### config.mk
export PLATFORM = sky130hd
export DESIGN_NAME = htpa_bbox_find
export DESIGN_NICKNAME = d
export VERILOG_FILES = /design/src/rtl/htpa_bbox_find.sv
export SDC_FILE = /design/constraint.sdc
export NUM_CORES = 1
export LEC_CHECK = 0
export CAP_MARGIN = 20
export CORE_MARGIN = 5
export CORE_UTILIZATION = 59
export CTS_CLUSTER_DIAMETER = 40
export DETAILED_ROUTE_END_ITERATION = 8
export HOLD_SLACK_MARGIN = 0.1
export PLACE_DENSITY = 0.87
export SLEW_MARGIN = 15
export SYNTH_ARGS = -nofsm -noshare
export SYNTH_HDL_FRONTEND = slang
export SYNTH_SLANG_ARGS = --single-unit
### constraint.sdc
create_clock -name clk -period 5.65 [get_ports clk]
set_input_delay 0.565 -clock clk [delete_from_list [all_inputs] [get_ports clk]]
set_output_delay 0.565 -clock clk [all_outputs]
set_load 0.1 [all_outputs]
### src/rtl/htpa_bbox_find.sv
// rtl/htpa_bbox_find.sv - bounding box of hot pixels over one raster-scanned frame
module htpa_bbox_find #(
    parameter int COLS = 80,
    parameter int ROWS = 64,
    parameter int PW   = 16
) (
    input  logic          clk,
    input  logic          rst,
    input  logic          sof,
    input  logic          pix_valid,
    input  logic [PW-1:0] pix_data,
    input  logic [PW-1:0] threshold,
    output logic [6:0]    xo,
    output logic [6:0]    xn,
    output logic [5:0]    yo,
    output logic [5:0]    yn,
    output logic          box_found,
    output logic          box_valid,
    output logic          frame_err
);

    localparam logic [0:0] ST_IDLE = 1'b0;
    localparam logic [0:0] ST_SCAN = 1'b1;

    localparam logic [6:0] X_LAST = 7'(COLS - 1);
    localparam logic [5:0] Y_LAST = 6'(ROWS - 1);

    logic [0:0] state;
    logic [6:0] x, xmin, xmax;
    logic [5:0] y, ymin, ymax;
    logic       any;

    logic       in_scan, at_last, start, accept, abort, hot, is_last;
    logic [6:0] cx, n_xmin, n_xmax;
    logic [5:0] cy, n_ymin, n_ymax;
    logic       n_any;

    // Decode the current pixel: a sof restarts the frame at (0,0) unless it
    // lands on the last pixel of a frame in progress, which then completes.
    always_comb begin
        in_scan = (state == ST_SCAN);
        at_last = (x == X_LAST) && (y == Y_LAST);
        start   = pix_valid && sof && !(in_scan && at_last);
        accept  = pix_valid && (in_scan || sof);
        abort   = start && in_scan;
        cx      = start ? 7'd0 : x;
        cy      = start ? 6'd0 : y;
        is_last = (cx == X_LAST) && (cy == Y_LAST);
        hot     = pix_data > threshold;
    end

    // Next running min/max including the current pixel.
    always_comb begin
        n_xmin = xmin;
        n_xmax = xmax;
        n_ymin = ymin;
        n_ymax = ymax;
        n_any  = any;
        if (start) begin
            n_xmin = 7'd0;
            n_xmax = 7'd0;
            n_ymin = 6'd0;
            n_ymax = 6'd0;
            n_any  = hot;
        end else if (hot) begin
            if (!any) begin
                n_xmin = cx;
                n_xmax = cx;
                n_ymin = cy;
                n_ymax = cy;
            end else begin
                if (cx < xmin) n_xmin = cx;
                if (cx > xmax) n_xmax = cx;
                if (cy < ymin) n_ymin = cy;
                if (cy > ymax) n_ymax = cy;
            end
            n_any = 1'b1;
        end
    end

    // Scan state, raster counters, running box and the published result.
    always_ff @(posedge clk) begin
        if (rst) begin
            state     <= ST_IDLE;
            x         <= 7'd0;
            y         <= 6'd0;
            xmin      <= 7'd0;
            xmax      <= 7'd0;
            ymin      <= 6'd0;
            ymax      <= 6'd0;
            any       <= 1'b0;
            xo        <= 7'd0;
            xn        <= 7'd0;
            yo        <= 6'd0;
            yn        <= 6'd0;
            box_found <= 1'b0;
            box_valid <= 1'b0;
            frame_err <= 1'b0;
        end else begin
            box_valid <= 1'b0;
            frame_err <= abort;
            if (accept) begin
                xmin <= n_xmin;
                xmax <= n_xmax;
                ymin <= n_ymin;
                ymax <= n_ymax;
                any  <= n_any;
                if (is_last) begin
                    state     <= ST_IDLE;
                    x         <= 7'd0;
                    y         <= 6'd0;
                    box_valid <= 1'b1;
                    box_found <= n_any;
                    xo        <= n_any ? n_xmin : 7'd0;
                    xn        <= n_any ? n_xmax : 7'd0;
                    yo        <= n_any ? n_ymin : 6'd0;
                    yn        <= n_any ? n_ymax : 6'd0;
                end else begin
                    state <= ST_SCAN;
                    if (cx == X_LAST) begin
                        x <= 7'd0;
                        y <= cy + 6'd1;
                    end else begin
                        x <= cx + 7'd1;
                        y <= cy;
                    end
                end
            end
        end
    end

endmodule

==> results of run 1 <==
[through the flow]
step | power (mW) | util
finish | 1.04 | 0.732
global route | 1.08 | 0.732
CTS | 1.04 | 0.732
detailed placement | 0.643 | 0.703
global placement | 0.638 | 0.703
floorplan | 0.599 | -
[per-layer routing]
layer  vias up  track usage  wire length, um
li1       1914            -                -
met1      1856        0.327             4440
met2       203        0.407             5100
met3        34       0.0537              881
met4         0        0.117              342
met5         -            0                0
[registers in the layout, indices dropped and copies added (netlist names)]
signal and count:
x 7, xmax 7, xmin 7, xn 7, xo 7, y 6, ymax 6, ymin 6
yn 6, yo 6, any 1, box_found 1, box_valid 1, frame_err 1, in_scan 1
[cell type report]
| cell class | count | area share |
|---|---|---|
| inverters | 34 | 0.0255 |
| well taps | 96 | 0.0240 |
| repair buffers | 67 | 0.133 |
| flip-flops and latches | 70 | 0.280 |
| multi-input cells | 371 | 0.498 |
| clock buffers | 10 | 0.0275 |
| clock inverters | 5 | 0.0118 |
[cell usage in the layout (no fill, tap or decap), drive strengths merged, types with 10 or more instances in the layout]
master          n
ha             25
a31oi          12
dfxtp          70
inv            35
o21ai          44
clkbuf         10
a21oi          33
nand2          64
nor2           33
nand3          18
clkdlybuf4s50  64
[report_power, final]
group	internal, mW	switching (mW)	leakage, nW
Clock	0.214	0.193	0.0948
Combinational	0.0561	0.0759	1.19
Sequential	0.495	0.00565	0.564
[cells in the mapped netlist (3+ instances only)]
| master | instances | area (sq um) |
|---|---|---|
| sky130_fd_sc_hd__nor3b_1 | 4 | 30.0 |
| sky130_fd_sc_hd__nand4_1 | 3 | 18.8 |
| sky130_fd_sc_hd__a31oi_1 | 11 | 68.8 |
| sky130_fd_sc_hd__nand2_1 | 64 | 240 |
| sky130_fd_sc_hd__ha_1 | 25 | 313 |
| sky130_fd_sc_hd__nand3b_1 | 3 | 22.5 |
| sky130_fd_sc_hd__mux2i_1 | 8 | 80.1 |
| sky130_fd_sc_hd__nor2_1 | 32 | 120 |
| sky130_fd_sc_hd__and3_1 | 3 | 18.8 |
| sky130_fd_sc_hd__dfxtp_1 | 70 | 1400 |
| sky130_fd_sc_hd__a22oi_1 | 7 | 52.6 |
| sky130_fd_sc_hd__buf_2 | 8 | 40.0 |
| sky130_fd_sc_hd__or3_1 | 4 | 25.0 |
| sky130_fd_sc_hd__o22ai_1 | 3 | 18.8 |
| sky130_fd_sc_hd__inv_1 | 34 | 128 |
| sky130_fd_sc_hd__o211ai_1 | 3 | 22.5 |
| sky130_fd_sc_hd__o21ai_0 | 40 | 200 |
| sky130_fd_sc_hd__xnor2_1 | 7 | 61.3 |
| sky130_fd_sc_hd__a211o_1 | 4 | 35.0 |
| sky130_fd_sc_hd__buf_6 | 3 | 33.8 |
| sky130_fd_sc_hd__nor2b_1 | 8 | 50.1 |
| sky130_fd_sc_hd__nand2b_1 | 3 | 18.8 |
| sky130_fd_sc_hd__nor3_1 | 5 | 25.0 |
| sky130_fd_sc_hd__a21oi_1 | 31 | 155 |
| sky130_fd_sc_hd__and4_1 | 7 | 61.3 |
| sky130_fd_sc_hd__a22o_1 | 8 | 70.1 |
| sky130_fd_sc_hd__and2_1 | 9 | 56.3 |
| sky130_fd_sc_hd__a221o_1 | 6 | 60.1 |
| sky130_fd_sc_hd__nand3_1 | 18 | 90.1 |
| sky130_fd_sc_hd__o21a_1 | 4 | 30.0 |
| sky130_fd_sc_hd__clkbuf_1 | 19 | 71.3 |
| sky130_fd_sc_hd__a21o_1 | 3 | 22.5 |
[logic make-up after synthesis]
group                      count (synthesis)  synth area share
and+or+nand+nor                          172             0.207
AOI/OAI and AO/OA                        155             0.269
DFF                                       70             0.335
buffers and inverters                     66            0.0688
adders and majority gates                 27            0.0802
muxes                                     10            0.0245
xor gates and xnor gates                   7            0.0147
[tightest hold or removal path: cells and delay by family (launching register included)]
kind / cells / cell delay, ns
flip-flops: 1 / 0.31
AND/OR/NAND/NOR: 2 / 0.09
[worst paths after layout]
path | from | to | slack (ns) | cells past startpoint
worst min-delay path | xn[3]$_SDFFE_PP0P_ | xn[3]$_SDFFE_PP0P_ | 0.44 | 2
worst min register to register | xn[3]$_SDFFE_PP0P_ | xn[3]$_SDFFE_PP0P_ | 0.44 | 2
worst max-delay path | y[3]$_SDFFE_PP0P_ | ymin[2]$_SDFFE_PP0P_ | 1.76 | 11
worst max register to register | y[3]$_SDFFE_PP0P_ | ymin[2]$_SDFFE_PP0P_ | 1.76 | 11
==> flow_summary.json, run 1 <==
{
  "status": "complete, no violations",
  "synthToLayoutAreaGrowth_pct": 19.6,
  "whs_ns": 0.438,
  "critPathSlowestCell": "sky130_fd_sc_hd__dfxtp_1",
  "antenna_found_initial": 0,
  "leakage_power_nw": 1.85,
  "remaining_design_rule_violation_count": 0,
  "n_fill_cell": 536,
  "worst-path-buf-inv": 0,
  "async_reset_ff_frac": 0,
  "synth_area_per_cell_sq_um": 8.25,
  "post-cts-setup-buffer-count": 0,
  "timing_max_transition_violations_final": 0,
  "finalSetupViolCount": 0,
  "crit_arrival_ns": 4.12,
  "pin_count": 65,
  "clock-root-buffer": "sky130_fd_sc_hd__clkbuf_8",
  "worstSetupEndpointType": "flop",
  "clock_insertion_delay_worst_skew_ns": 0.36,
  "timing.setup.tns_ns": 0,
  "synth_seq_area_share": 0.335,
  "finalWeightedCongestion": 0.972,
  "timing.critical_path.cells": "and4_1, a41o_4, and2_1, ha_1, a21o_1, a221oi_1, o22ai_1, a221o_1, a21o_4, a22oi_1, nor2_1",
  "synthesis.instances": 507,
  "clkSlewWorstSetupHoldPaths_ns": 0.08,
  "die_w_um": 94.2,
  "placedCellCount": 638,
  "cts-buffers-inserted": 9,
  "postCtsHoldBufs": 0,
  "drv.max_cap_violation_count": 0,
  "final_critical_path_setup_slack_ns": 1.76,
  "synth_edf_count": 0,
  "ys_warn_count": 0,
  "grt_first_pass_wirelength_um": 18100,
  "via_per_inst": 6.14,
  "cp_top_delay_family": "compound AO/OA/AOI/OAI gates",
  "final_antenna_net_count": 0,
  "timing.setup.critical_path_class": "reg2reg",
  "class_of_the_tightest_hold_or_removal_check": "reg2reg",
  "synthFlopType": "sky130_fd_sc_hd__dfxtp_1",
  "floorplan.initialDensity": 0.612,
  "detailroute.via_count": 4007,
  "layout.cell_area.non_filler_sq_mm": 0.00500,
  "clkSinkCount": 70,
  "core_region_area_sq_mm": 0.00683,
  "period_minus_slack_ns": 3.89,
  "area.sequential_sq_mm": 0.00140,
  "setup_ws_pre_cts_ns": 1.65,
  "mappedNetlistNets": 568,
  "report.final.hold_viol_count": 0,
  "wl_per_cell_um": 16.5,
  "dp.final_hpwl_um": 7660,
  "tritoncts_clock_tree": "done",
  "synth.distinct_cells": 68,
  "grt_max_degree": 43,
  "global_route.usage.total": 0.254,
  "number_of_standard_cell_rows_in_the_floorplan": 30,
  "peak_supply_drop_mv": 0.133,
  "critical_path.startpoint_type": "flop",
  "critical-path-max-stage-delay_ns": 0.69,
  "placement.cell_area_sq_mm": 0.00480,
  "layout-drive-gt1-share": 0.0790,
  "worst_pin_slew_ns": 1.03,
  "grt_pass1_vias": 3830,
  "ant_cells": 0,
  "drt_first_pass_iters": 7,
  "grt.overflow.total": 0,
  "unrepaired_setup_endpoints_after_global_routing": "no",
  "powerDensity_mw_per_mm2": 208,
  "ys_seq_elements": 70,
  "layout_worst_path_cycle_share": 0.688,
  "die_outline_area_sq_mm": 0.00887,
  "number_of_nets_in_the_layout": 614,
  "finalWirelength_um": 10800,
  "buffer_ports.inserted": 64,
  "max_freq_ghz": 0.257,
  "relSlewSlack": 0.312,
  "max-clock-path-buffers": 2,
  "first_iter_violations": 371,
  "post_cts.resized_instances": 0,
  "required_ns": 5.88,
  "synth_area_sq_mm": 0.00418,
  "multiInputGateArea_sq_mm": 0.00249,
  "finalClockSkew_ns": 0.00867,
  "vertical_die_dimension_um": 94.2,
  "cts_htree_levels": 3,
  "fin_cells": 653,
  "crit_fanout": 26
}
(Power assumes the default switching activity.)
==> run 2, diff against run 1 <==
- CORE_UTILIZATION: 59 -> 49
- PLACE_DENSITY: 0.87 -> 0.78
- clock period: 5.65 -> 3.4 ns (I/O delays scaled with it)
==> flow_summary.json, run 2 (synthesized netlist as in run 1, its figures left out) <==
{
  "status": "complete, no violations",
  "layout-drive-gt1-share": 0.122,
  "core_region_area_sq_mm": 0.00826,
  "clkSlewWorstSetupHoldPaths_ns": 0.08,
  "finalWeightedCongestion": 0.982,
  "met2_usage": 0.350,
  "global_route.usage.total": 0.216,
  "wl_per_cell_um": 16.0,
  "dp.final_hpwl_um": 8220,
  "met1_usage": 0.285,
  "drv.max_cap_violation_count": 0,
  "cts_htree_levels": 3,
  "relSlewSlack": 0.308,
  "layout_worst_path_cycle_share": 0.908,
  "ant_cells": 0,
  "finalSetupViolCount": 0,
  "die_w_um": 102,
  "die_outline_area_sq_mm": 0.0105,
  "layout.cell_area.non_filler_sq_mm": 0.00523,
  "vertical_die_dimension_um": 102,
  "cts-buffers-inserted": 9,
  "n_fill_cell": 715,
  "unrepaired_setup_endpoints_after_global_routing": "no",
  "grt_pass1_vias": 3713,
  "detailroute.via_count": 4077,
  "clock-root-buffer": "sky130_fd_sc_hd__clkbuf_8",
  "met3_usage": 0.0389,
  "floorplan.initialDensity": 0.506,
  "number_of_standard_cell_rows_in_the_floorplan": 33,
  "post_cts.resized_instances": 0,
  "drt_first_pass_iters": 6,
  "postCtsHoldBufs": 0,
  "finalClockSkew_ns": 0.00994,
  "final_cell_mix": "sky130_fd_sc_hd__dfxtp_1 (70), sky130_fd_sc_hd__nand2_1 (64), sky130_fd_sc_hd__clkdlybuf4s50_1 (64)",
  "grt_max_degree": 42,
  "max-clock-path-buffers": 2,
  "grt_first_pass_wirelength_um": 18000,
  "peak_supply_drop_mv": 0.190,
  "remaining_design_rule_violation_count": 0,
  "worstSetupEndpointType": "flop",
  "leakage_power_nw": 2.00,
  "pin_count": 65,
  "finalWirelength_um": 11000,
  "clock_insertion_delay_worst_skew_ns": 0.36,
  "class_of_the_tightest_hold_or_removal_check": "reg2reg",
  "first_iter_violations": 329,
  "powerDensity_mw_per_mm2": 349,
  "number_of_nets_in_the_layout": 640,
  "report.final.hold_viol_count": 0,
  "period_minus_slack_ns": 3.09,
  "critical_path.startpoint_type": "flop",
  "tritoncts_clock_tree": "done",
  "grt_busiest_layer": "met2",
  "crit_fanout": 7,
  "worst_pin_slew_ns": 1.03,
  "required_ns": 3.64,
  "synthToLayoutAreaGrowth_pct": 25.2,
  "antenna_found_initial": 0,
  "crit_arrival_ns": 3.33,
  "via_per_inst": 5.92,
  "post-cts-setup-buffer-count": 0,
  "grt.overflow.total": 0,
  "timing.setup.critical_path_class": "reg2reg",
  "placement.cell_area_sq_mm": 0.00501,
  "commonest_non_fill_non_tap_cell_in_the_layout": "sky130_fd_sc_hd__dfxtp_1",
  "clkSinkCount": 70,
  "max_freq_ghz": 0.324,
  "buffer_ports.inserted": 64,
  "final_antenna_net_count": 0,
  "timing_max_transition_violations_final": 0,
  "timing.setup.tns_ns": 0
}
-- run 2: cell count changes in the layout (fill, tap and decap cells not counted), sizes merged --
cell	before	now
clkinvlp	2	1
bufinv	1	2
clkbuf	10	9
buf	3	29
clkinv	1	4
inv	35	34
-- run 2: report_power, final --
part / internal [mW] / switching [mW]
combinational: 0.107 / 0.133
clock: 0.415 / 0.341
sequential: 0.823 / 0.00513
total: 1.35 / 0.479
-- run 2: worst paths after layout --
path	slack [ns]	depth (start not counted)	to	from
worst min-delay path	0.44	2	xn[3]$_SDFFE_PP0P_	xn[3]$_SDFFE_PP0P_
worst max register to register	0.31	11	xo[0]$_SDFFE_PP0P_	in_scan$_SDFFE_PP0P_
worst max-delay path	0.31	11	xo[0]$_SDFFE_PP0P_	in_scan$_SDFFE_PP0P_
worst min register to register	0.44	2	xn[3]$_SDFFE_PP0P_	xn[3]$_SDFFE_PP0P_
-- run 2: stage by stage --
stage          total power [mW]  utilization  instances  setup slack [ns]  hold slack [ns]
6_report                   1.82        0.634        689             0.311            0.436
5_1_grt                    1.89        0.634        689            0.0111            0.462
4_1_cts                    1.83        0.634        689             0.327            0.440
3_5_place_dp               1.09        0.607        673            0.0876            0.430
3_3_place_gp               1.08        0.607        673             0.181            0.423
2_1_floorplan             0.996            -        507             0.140            0.446
-- run 2: cell type report --
class / count / area [sq um] / area share
clock buffer: 9 / 124 / 0.0237
sequential: 70 / 1400 / 0.268
inverter: 34 / 128 / 0.0244
timing repair buffer: 93 / 858 / 0.164
multi-input combinational: 371 / 2490 / 0.476
clock inverter: 7 / 98.8 / 0.0189
tap: 105 / 131 / 0.0251
-- run 2: worst max-delay path, cell delays in order, from the launching register on --
cell                        delay (ns)
sky130_fd_sc_hd__dfxtp_1          0.44
sky130_fd_sc_hd__and4_4           0.29
sky130_fd_sc_hd__a41o_4           0.27
sky130_fd_sc_hd__and2_1           0.19
sky130_fd_sc_hd__ha_1             0.25
sky130_fd_sc_hd__o21ai_1          0.11
sky130_fd_sc_hd__a211o_1          0.15
sky130_fd_sc_hd__a221oi_2         0.05
sky130_fd_sc_hd__a2111oi_4        0.46
sky130_fd_sc_hd__o21ai_2          0.14
sky130_fd_sc_hd__and2_1           0.29
sky130_fd_sc_hd__a221o_1          0.33
-- run 2: layer usage --
layer  vias to the layer above  share of wire
met5                         -              0
met4                         0          0.028
met3                        30          0.076
met2                       185           0.47
met1                      1889           0.43
li1                       1973              -
==> run 3, diff against run 2 <==
- CAP_MARGIN: 20 -> 10
==> results of run 3 <==
The final DEF is identical to that of run 2; final timing and power are the same.
